==> config.mk <==
export PLATFORM = sky130hd
export DESIGN_NAME = ps2_scan_rx
export DESIGN_NICKNAME = d
export VERILOG_FILES = /design/src/rtl/ps2_pkg.sv /design/src/rtl/sync_fifo.sv /design/src/rtl/ps2_scan_rx.sv
export SDC_FILE = /design/constraint.sdc
export NUM_CORES = 1
export LEC_CHECK = 0
export ABC_AREA = 1
export CORE_MARGIN = 5
export CORE_UTILIZATION = 55
export DETAILED_ROUTE_END_ITERATION = 8
export MAX_ROUTING_LAYER = met4
export PLACE_DENSITY = 0.83
export SLEW_MARGIN = 20
export SYNTH_ARGS = -nofsm -noshare
export SYNTH_HDL_FRONTEND = slang
export SYNTH_HIERARCHICAL = 1
export SYNTH_SLANG_ARGS = --single-unit
==> constraint.sdc <==
create_clock -name clk -period 1.9 [get_ports clk]
set_clock_uncertainty 0.05 [all_clocks]
set_input_delay 0.38 -clock clk [delete_from_list [all_inputs] [get_ports clk]]
set_output_delay 0.38 -clock clk [all_outputs]
set_load 0.02 [all_outputs]
==> src/rtl/ps2_pkg.sv <==
// rtl/ps2_pkg.sv - shared types and constants for the PS/2 scan-code receiver
package ps2_pkg;

  typedef enum logic [1:0] {
    ST_IDLE   = 2'd0,
    ST_DATA   = 2'd1,
    ST_PARITY = 2'd2,
    ST_STOP   = 2'd3
  } ps2_state_t;

  localparam logic [7:0] PS2_EXT = 8'hE0;
  localparam logic [7:0] PS2_BRK = 8'hF0;

  typedef struct packed {
    logic       ext;
    logic       brk;
    logic [7:0] code;
  } ps2_entry_t;

  localparam int PS2_ENTRY_W = $bits(ps2_entry_t);

  // PS/2 uses odd parity over the eight data bits plus the parity bit.
  function automatic logic odd_parity_ok(input logic [7:0] data, input logic par);
    return ^{data, par};
  endfunction

endpackage

==> src/rtl/sync_fifo.sv <==
// rtl/sync_fifo.sv - show-ahead synchronous FIFO with occupancy counter and overflow pulse
module sync_fifo #(
  parameter int WIDTH = 10,
  parameter int DEPTH = 8
) (
  input  logic             clk,
  input  logic             rst_n,
  input  logic             wr_en,
  input  logic [WIDTH-1:0] wr_data,
  input  logic             rd_en,
  output logic [WIDTH-1:0] rd_data,
  output logic             valid,
  output logic             full,
  output logic             overflow
);

  localparam int AW = $clog2(DEPTH);

  logic [WIDTH-1:0] mem [DEPTH];
  logic [AW-1:0]    wr_ptr;
  logic [AW-1:0]    rd_ptr;
  logic [AW:0]      count;
  logic             push;
  logic             pop;

  assign valid = (count != '0);
  assign full  = (count == (AW + 1)'(DEPTH));
  assign pop   = rd_en & valid;
  // A pop in the same cycle frees the slot being written, so a full FIFO still accepts.
  assign push  = wr_en & (~full | pop);

  always_ff @(posedge clk) begin
    if (push) begin
      mem[wr_ptr] <= wr_data;
    end
  end

  always_ff @(posedge clk or negedge rst_n) begin
    if (!rst_n) begin
      wr_ptr   <= '0;
      rd_ptr   <= '0;
      count    <= '0;
      overflow <= 1'b0;
    end else begin
      if (push) begin
        wr_ptr <= wr_ptr + 1'b1;
      end
      if (pop) begin
        rd_ptr <= rd_ptr + 1'b1;
      end
      case ({push, pop})
        2'b10:   count <= count + 1'b1;
        2'b01:   count <= count - 1'b1;
        default: count <= count;
      endcase
      overflow <= wr_en & full & ~pop;
    end
  end

  assign rd_data = valid ? mem[rd_ptr] : '0;

endmodule

==> src/rtl/ps2_scan_rx.sv <==
// rtl/ps2_scan_rx.sv - PS/2 keyboard frame receiver with E0/F0 prefix folding and scan-code FIFO
module ps2_scan_rx
  import ps2_pkg::*;
#(
  parameter int SYNC_STAGES    = 2,
  parameter int FIFO_DEPTH     = 8,
  parameter int TIMEOUT_CYCLES = 5000
) (
  input  logic       clk,
  input  logic       rst_n,
  input  logic       ps2_clk,
  input  logic       ps2_data,
  input  logic       rd_en,
  output logic [7:0] code,
  output logic       ext,
  output logic       brk,
  output logic       valid,
  output logic       full,
  output logic       overflow,
  output logic       parity_err,
  output logic       frame_err
);

  localparam int TW = (TIMEOUT_CYCLES > 2) ? $clog2(TIMEOUT_CYCLES) : 1;
  localparam logic [TW-1:0] TMO_LAST = TW'(TIMEOUT_CYCLES - 1);

  logic [SYNC_STAGES-1:0] clk_sync;
  logic [SYNC_STAGES-1:0] data_sync;
  logic                   clk_prev;
  logic                   sample;
  logic                   bit_in;

  ps2_state_t state;
  ps2_state_t state_nxt;
  logic       frame_end;
  logic       timed_out;

  logic [7:0]    shift_reg;
  logic [2:0]    bit_cnt;
  logic          parity_bit;
  logic [TW-1:0] tmo_cnt;
  logic          par_ok;

  logic       byte_rdy;
  logic [7:0] byte_q;
  logic       ext_pending;
  logic       brk_pending;
  logic       push;
  ps2_entry_t wr_entry;
  logic [PS2_ENTRY_W-1:0] head;

  always_ff @(posedge clk or negedge rst_n) begin
    if (!rst_n) begin
      clk_sync  <= '1;
      data_sync <= '1;
      clk_prev  <= 1'b1;
    end else begin
      clk_sync  <= {clk_sync[SYNC_STAGES-2:0], ps2_clk};
      data_sync <= {data_sync[SYNC_STAGES-2:0], ps2_data};
      clk_prev  <= clk_sync[SYNC_STAGES-1];
    end
  end

  assign sample = clk_prev & ~clk_sync[SYNC_STAGES-1];
  assign bit_in = data_sync[SYNC_STAGES-1];
  assign par_ok = odd_parity_ok(shift_reg, parity_bit);

  always_ff @(posedge clk or negedge rst_n) begin
    if (!rst_n) begin
      state <= ST_IDLE;
    end else begin
      state <= state_nxt;
    end
  end

  always_comb begin
    state_nxt = state;
    frame_end = 1'b0;
    timed_out = 1'b0;
    if (sample) begin
      case (state)
        ST_IDLE:   if (!bit_in) state_nxt = ST_DATA;
        ST_DATA:   if (bit_cnt == 3'd7) state_nxt = ST_PARITY;
        ST_PARITY: state_nxt = ST_STOP;
        ST_STOP: begin
          state_nxt = ST_IDLE;
          frame_end = 1'b1;
        end
        default:   state_nxt = ST_IDLE;
      endcase
    end else if (state != ST_IDLE && tmo_cnt == TMO_LAST) begin
      state_nxt = ST_IDLE;
      timed_out = 1'b1;
    end
  end

  always_ff @(posedge clk or negedge rst_n) begin
    if (!rst_n) begin
      shift_reg  <= '0;
      bit_cnt    <= '0;
      parity_bit <= 1'b0;
      tmo_cnt    <= '0;
    end else begin
      if (sample || state == ST_IDLE || timed_out) begin
        tmo_cnt <= '0;
      end else begin
        tmo_cnt <= tmo_cnt + 1'b1;
      end
      if (sample && state == ST_DATA) begin
        shift_reg <= {bit_in, shift_reg[7:1]};
        bit_cnt   <= bit_cnt + 3'd1;
      end else if (state == ST_IDLE || timed_out) begin
        bit_cnt <= '0;
      end
      if (sample && state == ST_PARITY) begin
        parity_bit <= bit_in;
      end
    end
  end

  // Frame verdict is registered; a good byte is folded into the FIFO one cycle later.
  always_ff @(posedge clk or negedge rst_n) begin
    if (!rst_n) begin
      byte_rdy    <= 1'b0;
      byte_q      <= '0;
      parity_err  <= 1'b0;
      frame_err   <= 1'b0;
      ext_pending <= 1'b0;
      brk_pending <= 1'b0;
    end else begin
      byte_rdy   <= frame_end & par_ok & bit_in;
      byte_q     <= shift_reg;
      parity_err <= frame_end & ~par_ok;
      frame_err  <= (frame_end & par_ok & ~bit_in) | timed_out;
      if (parity_err || frame_err) begin
        ext_pending <= 1'b0;
        brk_pending <= 1'b0;
      end else if (byte_rdy) begin
        if (byte_q == PS2_EXT) begin
          ext_pending <= 1'b1;
        end else if (byte_q == PS2_BRK) begin
          brk_pending <= 1'b1;
        end else begin
          ext_pending <= 1'b0;
          brk_pending <= 1'b0;
        end
      end
    end
  end

  assign push     = byte_rdy && byte_q != PS2_EXT && byte_q != PS2_BRK;
  assign wr_entry = '{ext: ext_pending, brk: brk_pending, code: byte_q};

  sync_fifo #(
    .WIDTH(PS2_ENTRY_W),
    .DEPTH(FIFO_DEPTH)
  ) u_fifo (
    .clk      (clk),
    .rst_n    (rst_n),
    .wr_en    (push),
    .wr_data  (wr_entry),
    .rd_en    (rd_en),
    .rd_data  (head),
    .valid    (valid),
    .full     (full),
    .overflow (overflow)
  );

  assign {ext, brk, code} = head;

endmodule

# Yosys cells after proc, flatten, opt, wreduce, memory -nomap -nowiden
# Memories as Yosys holds them, arrays and structs flattened.
# Index checks and enable logic that the tools add are counted.
dict set report classes {
  addsub 6
  n_eq_ne 16
  muxes 24
  n_bitwise 16
  reduce_logical 20
}
# op n
set ops {}
lappend ops {{8-bit equality test, second input constant} 2}
lappend ops {{8-bit != test, second input constant} 2}
lappend ops {{1-bit two-way mux} 14}
lappend ops {{13-bit by 1-bit adder with 13-bit output, second input constant} 1}
lappend ops {{13-bit equality test, second input constant} 1}
lappend ops {{13-bit two-way mux} 1}
lappend ops {{10-bit two-way mux} 1}
lappend ops {{2-bit nonzero test} 5}
lappend ops {{3-bit by 1-bit adder with 3-bit output, second input constant} 3}
lappend ops {{1-bit AND} 9}
lappend ops {{3-bit != test, second input constant} 3}
lappend ops {{9-bit XOR reduction} 1}
lappend ops {{2-bit two-way mux} 4}
lappend ops {{2-bit case mux with 4 select lines} 1}
lappend ops {{4-bit case mux with 2 select lines} 1}
lappend ops {{2-bit equality test, second input constant} 3}
lappend ops {{3-bit two-way mux} 2}
lappend ops {{1-bit logical AND} 5}
lappend ops {{1-bit NOT} 5}
lappend ops {{4-bit by 1-bit adder with 4-bit output, second input constant} 1}
lappend ops {{2-bit by 1-bit equality test with 1-bit output, second input constant} 2}
lappend ops {{4-bit equality test, second input constant} 1}
lappend ops {{1-bit logical OR} 4}
lappend ops {{2-bit AND reduction} 2}
lappend ops {{7 further kinds} 8}
dict set report totals {
  reg_bits 56
  ramBits 80
  in_bits 5
  output_inout_bits 15
  word_cells 101
  memories 1
}
# memory words word_bits rd rd_clocked_by_memory_dff write_ports line
set mem_list {}
lappend mem_list {u_fifo.mem 8 10 1 0 1 sync_fifo.sv:19} ;# logic [WIDTH-1:0] mem [DEPTH];

# Depth between registers and ports, before layout
# Gate-level depths: netlist (run 1).
dict set report logic_depth {
  ltp_word 7
  ltp_mapped 15
  depth_no_buf 15
}

# By module
# Netlist (run 1), hierarchy kept.
# module instances cells_per_inst area_per_inst_um2 seq_area_each_um2
set modules_own_cells {}
lappend modules_own_cells {sync_fifo 1 313 3798.6 2677.6}
lappend modules_own_cells {ps2_scan_rx 1 232 2073.2 1132.3}

# Least setup slack after synthesis (run 1)
# OpenSTA, ideal clock, no wires.
dict set report synth_timing {
  path_type {reg-to-reg}
  start {register byte_q[3]}
  end {memory u_fifo.mem[4][0], enable pin}
  setup_ps 376
  arrival_ps 1663
  t_required_ps 1474
  setup_slack_ps -189
  path_stages_with_launch 8
  n_path_buf 0
  period_less_slack_ps 2089
  cell_sequence {dfrtp_1 -> nor2_1 -> nand2_1 -> nor2_1 -> nor3_1 -> nand2_2 -> or2_1 -> nor2_1}
}
dict set report synth_between {
  elab_chain_cells 6
  word_cells_on_any_way 7
  cone_classes {eq/ne: 2; mux: 2; bitwise: 1; reduce/logical: 2}
}
# item line
set synth_lines {}
lappend synth_lines {{from (decl)} ps2_scan_rx.sv:45} ;# logic [7:0] byte_q;
lappend synth_lines {{from (signal assigned)} ps2_scan_rx.sv:132} ;# byte_q <= shift_reg;
lappend synth_lines {{8-bit != test} ps2_scan_rx.sv:151} ;# assign push = byte_rdy && byte_q != PS2_EXT && byte_q != PS2_BRK;
lappend synth_lines {{1-bit logical AND} ps2_scan_rx.sv:151}
lappend synth_lines {{1-bit logical AND (*)} ps2_scan_rx.sv:151}
lappend synth_lines {{via push} ps2_scan_rx.sv:48} ;# logic push;
lappend synth_lines {{1-bit AND (*)} sync_fifo.sv:30} ;# assign push = wr_en & (~full | pop);
lappend synth_lines {{1-bit two-way mux (*)} sync_fifo.sv:33} ;# if (push) begin
lappend synth_lines {{1-bit two-way mux (not written as such) (*)} sync_fifo.sv:34} ;# mem[wr_ptr] <= wr_data;
lappend synth_lines {{to (decl)} sync_fifo.sv:19}
# Mark *: on every way through the listed nets, which the timed path passes. The rest lies on a longest branch.

# Worst setup path in the final report (run 1)
dict set report layout_timing {
  start {register u_fifo.rd_ptr[0]}
  end {output code[6]}
}
dict set report layout_between {
  elab_chain_cells 2
}
# item line
set layout_lines {}
lappend layout_lines {{from (decl)} sync_fifo.sv:21} ;# logic [AW-1:0] rd_ptr;
lappend layout_lines {{from (signal assigned)} sync_fifo.sv:49} ;# rd_ptr <= rd_ptr + 1'b1;
lappend layout_lines {{memory read 8 x 10 bit} -}
lappend layout_lines {{10-bit two-way mux} sync_fifo.sv:60} ;# assign rd_data = valid ? mem[rd_ptr] : '0;
lappend layout_lines {{to (decl)} ps2_scan_rx.sv:14} ;# output logic [7:0] code,
# No other way between the ends.

==> results of run 1 <==
repair_timing:
| item | in CTS | in global routing |
|---|---|---|
| endpoints found under the setup margin | 96 | 97 |
| buffers inserted | 8 | 6 |
| pin swaps | 12 | 25 |
| cloned | 3 | 0 |
| resized for setup | 121 | 75 |
| hold buffers | 1 | 0 |
| endpoints found under the hold margin | 13 | 0 |
cell families (layout without fill, tap and decap cells):
kind of cell	after synthesis	count (layout)	synth area share, %
and+or+nand+nor	249	249	18.8
DFF	136	136	64.9
AOI/OAI and AO/OA	74	74	7.93
buffers and inverters	62	166	4.15
xor gates and xnor gates	13	13	1.94
adders and majority gates	10	10	2.13
muxes	1	1	0.192
cell type report:
| cell class | count | area share, % |
|---|---|---|
| Inverter | 45 | 2.32 |
| Tap cell | 136 | 2.20 |
| Timing Repair Buffer | 89 | 11.4 |
| Clock inverter | 11 | 1.07 |
| Multi-Input combinational cell | 347 | 28.1 |
| Sequential cell | 136 | 49.4 |
| Clock buffer | 21 | 5.56 |
power groups by stage:
stage               Clock, mW  Sequential (mW)  Combinational, mW
floorplan                   0             3.90               2.21
global placement            0             3.84               3.61
detailed placement          0             3.86               3.80
CTS                      2.87             3.83               4.27
global route             3.00             3.90               5.12
finish                   2.85             3.86               4.77
how the worst max path moves through the flow:
stage	from	to	slack, ns
floorplan	byte_q[3]	u_fifo/mem[1][0]	-0.03
global placement	rd_en	u_fifo/mem[0][6]	-0.36
detailed placement	u_fifo/rd_ptr[0]	brk	-0.39
CTS	u_fifo/rd_ptr[0]	code[6]	-0.44
global route	u_fifo/rd_ptr[0]	code[6]	-0.54
finish	u_fifo/rd_ptr[0]	code[6]	-0.49
metrics by stage:
| stage | worst slack [ns] | utilization (%) |
|---|---|---|
| 4_1_cts | -0.437 | 71.6 |
| 3_3_place_gp | -0.359 | 64.0 |
| 3_5_place_dp | -0.391 | 64.0 |
| 5_1_grt | -0.543 | 74.5 |
| 6_report | -0.492 | 74.5 |
| 2_1_floorplan | -0.0269 | - |
cells in the final DEF (no fill, tap or decap), types with 15 or more instances in the layout:
cell       count
buf_6         27
buf_4         45
clkbuf_16     16
nor2_1        98
nand2_1       65
nand3_1       21
dfrtp_1       50
o32ai_2       15
inv_1         38
o21ai_0       26
edfxtp_1      80
metal layers:
| metal | up-vias | part of all wire [%] | track usage [%] |
|---|---|---|---|
| li1 | 2047 | - | - |
| met1 | 2113 | 39 | 25.8 |
| met2 | 185 | 52 | 38.3 |
| met3 | 44 | 5.5 | 5.19 |
| met4 | 0 | 3.5 | 10.1 |
| met5 | - | 0 | - |
critical path, cell delays in order (launching register included):
cell,delay [ns]
dfrtp_2,0.46
clkinv_4,0.12
buf_6,0.13
nor2_1,0.04
o32ai_1,0.29
nor2_1,0.07
nor2_1,0.16
buf_4,0.17
==> metrics.yaml, run 1 <==
status:
  violations: "negative setup slack"
  status: "finished, violations left"
floorplanning:
  die-area_um2: 12800
  pin_count: 20
  initial_core_util_pct: 56.6
  fp.coreArea_um2: 10400
  fp.dieH_um: 113
  fp.dieW_um: 113
  rows: 37
yosys:
  ys_warn_count: 6
  post-synth-top-count-cell: "nor2_1"
  synth_cells: 545
  synth_cell_type_count: 38
  synth.top_cell.area_share_pct: 40.9
  synthTopCellsByCount: "nor2_1 (120), edfxtp_1 (80), nand2_1 (73), dfrtp_1 (51), inv_1 (43)"
  synth_flop_cell: "edfxtp_1"
  synth_top_area_cell: "edfxtp_1"
  netlist_top_cells_area: "edfxtp_1 (41%), dfrtp_1 (22%), nor2_1 (7.7%)"
  async_flop_share_pct: 41.2
  avgSynthCellArea_um2: 10.8
  syn-num-nets: 560
  syn_area_um2: 5870
  synth_seq_cells: 136
  ys_seq_area_share_pct: 64.9
  synth_edf_count: 80
sta:
  setup_violations: 24
  slew_viol_final: 0
  setup_slack_ns: -0.492
  min_period_over_period_pct: 126
  hold_slack_ns: 0.217
  rsz0062_at_grt: "yes"
  fin_crit_ns: 2.39
  relSlewSlack_pct: 71.6
  hold_viol: 0
  tightest_slew_ns: 0.426
  max_freq_ghz: 0.418
  tns_ns: -4.54
worst_hold_path:
  whs_endpoint: "data_sync[0]"
  worstHoldStart: "ps2_data"
  min_path_type: "input pin to register"
  hold_depth: 1
worst_setup_path:
  r2r_slack_ns: -0.08
  cp-end-kind: "primary output"
  crit_fanout: 6
  critPathLaunchType: "register"
  r2r-end: "u_fifo/count[2]"
  criticalPathCategory: "register to primary output"
  worstPathArrival_ns: 1.96
  cp.required_ns: 1.47
  regToRegStartpoint: "byte_q[2]"
  worstRegToRegCells: 14
final_layout:
  largest_reg_flops: 80
  n_antenna_cell: 0
  synthToLayoutAreaGrowth_pct: 31.5
  nFillCells: 607
  top_regs: "u_fifo/mem (80), tmo_cnt (13)"
  largest-register: "u_fifo/mem"
  drive_above_1_share_pct: 29.6
  stdcell_area_um2: 7720
  multiInputGateArea_um2: 2170
  finalNonFillerCells: 785
  seqCellArea_um2: 3810
  nets: 651
global_routing:
  grt_pass1_wl_mm: 21.7
  grt_max_degree: 25
  grt_pass1_vias: 4439
  antenna_found_initial: 0
  grt_overflow: 0
  grtUsageTotal_pct: 22.6
pwr:
  seqPwrFrac_pct: 33.7
  intPower_mw: 7.34
  p_per_area_nw_per_um2: 1490
  p_leak_nw: 3.20
  netSwitchingFraction_pct: 36.0
  p_sw_mw: 4.13
  pwr-share-comb_pct: 41.6
  peakVddDrop_mv: 0.782
  finalPower_mw: 11.5
  p_clk_share_pct: 24.8
clocking:
  cts.path.max_buffers: 2
  clock_latency_ns: 0.52
  cts_made_buffers: 17
  cts_root_buf: "clkbuf_8"
  cts.clk_slew.worst_paths_ns: 0.06
  htree_levels: 4
  cts.sinks: 136
  tritoncts: "yes"
route:
  vias: 4389
  wl_per_cell_um: 17.8
  drt_iter0_markers: 275
  ant_nets: 0
  viasPerCell: 5.59
  route.detailed.drc: 0
  dr.pass1.iters: 5
  wl_mm: 14.0
place:
  place_area_um2: 6640
  globalplace.congestion: 0.892
  place_hpwl_mm: 8.55
  dp_cells: 739
  io_buffers: 19
flow_run:
  maxCapViolCount: 0
Note: power is estimated with default switching activity, not from simulation.
==> run 2, diff against run 1 <==
- HOLD_SLACK_MARGIN: not set -> 0.15
==> results of run 2 <==
The final DEF is identical to that of run 1; final timing and power are the same.
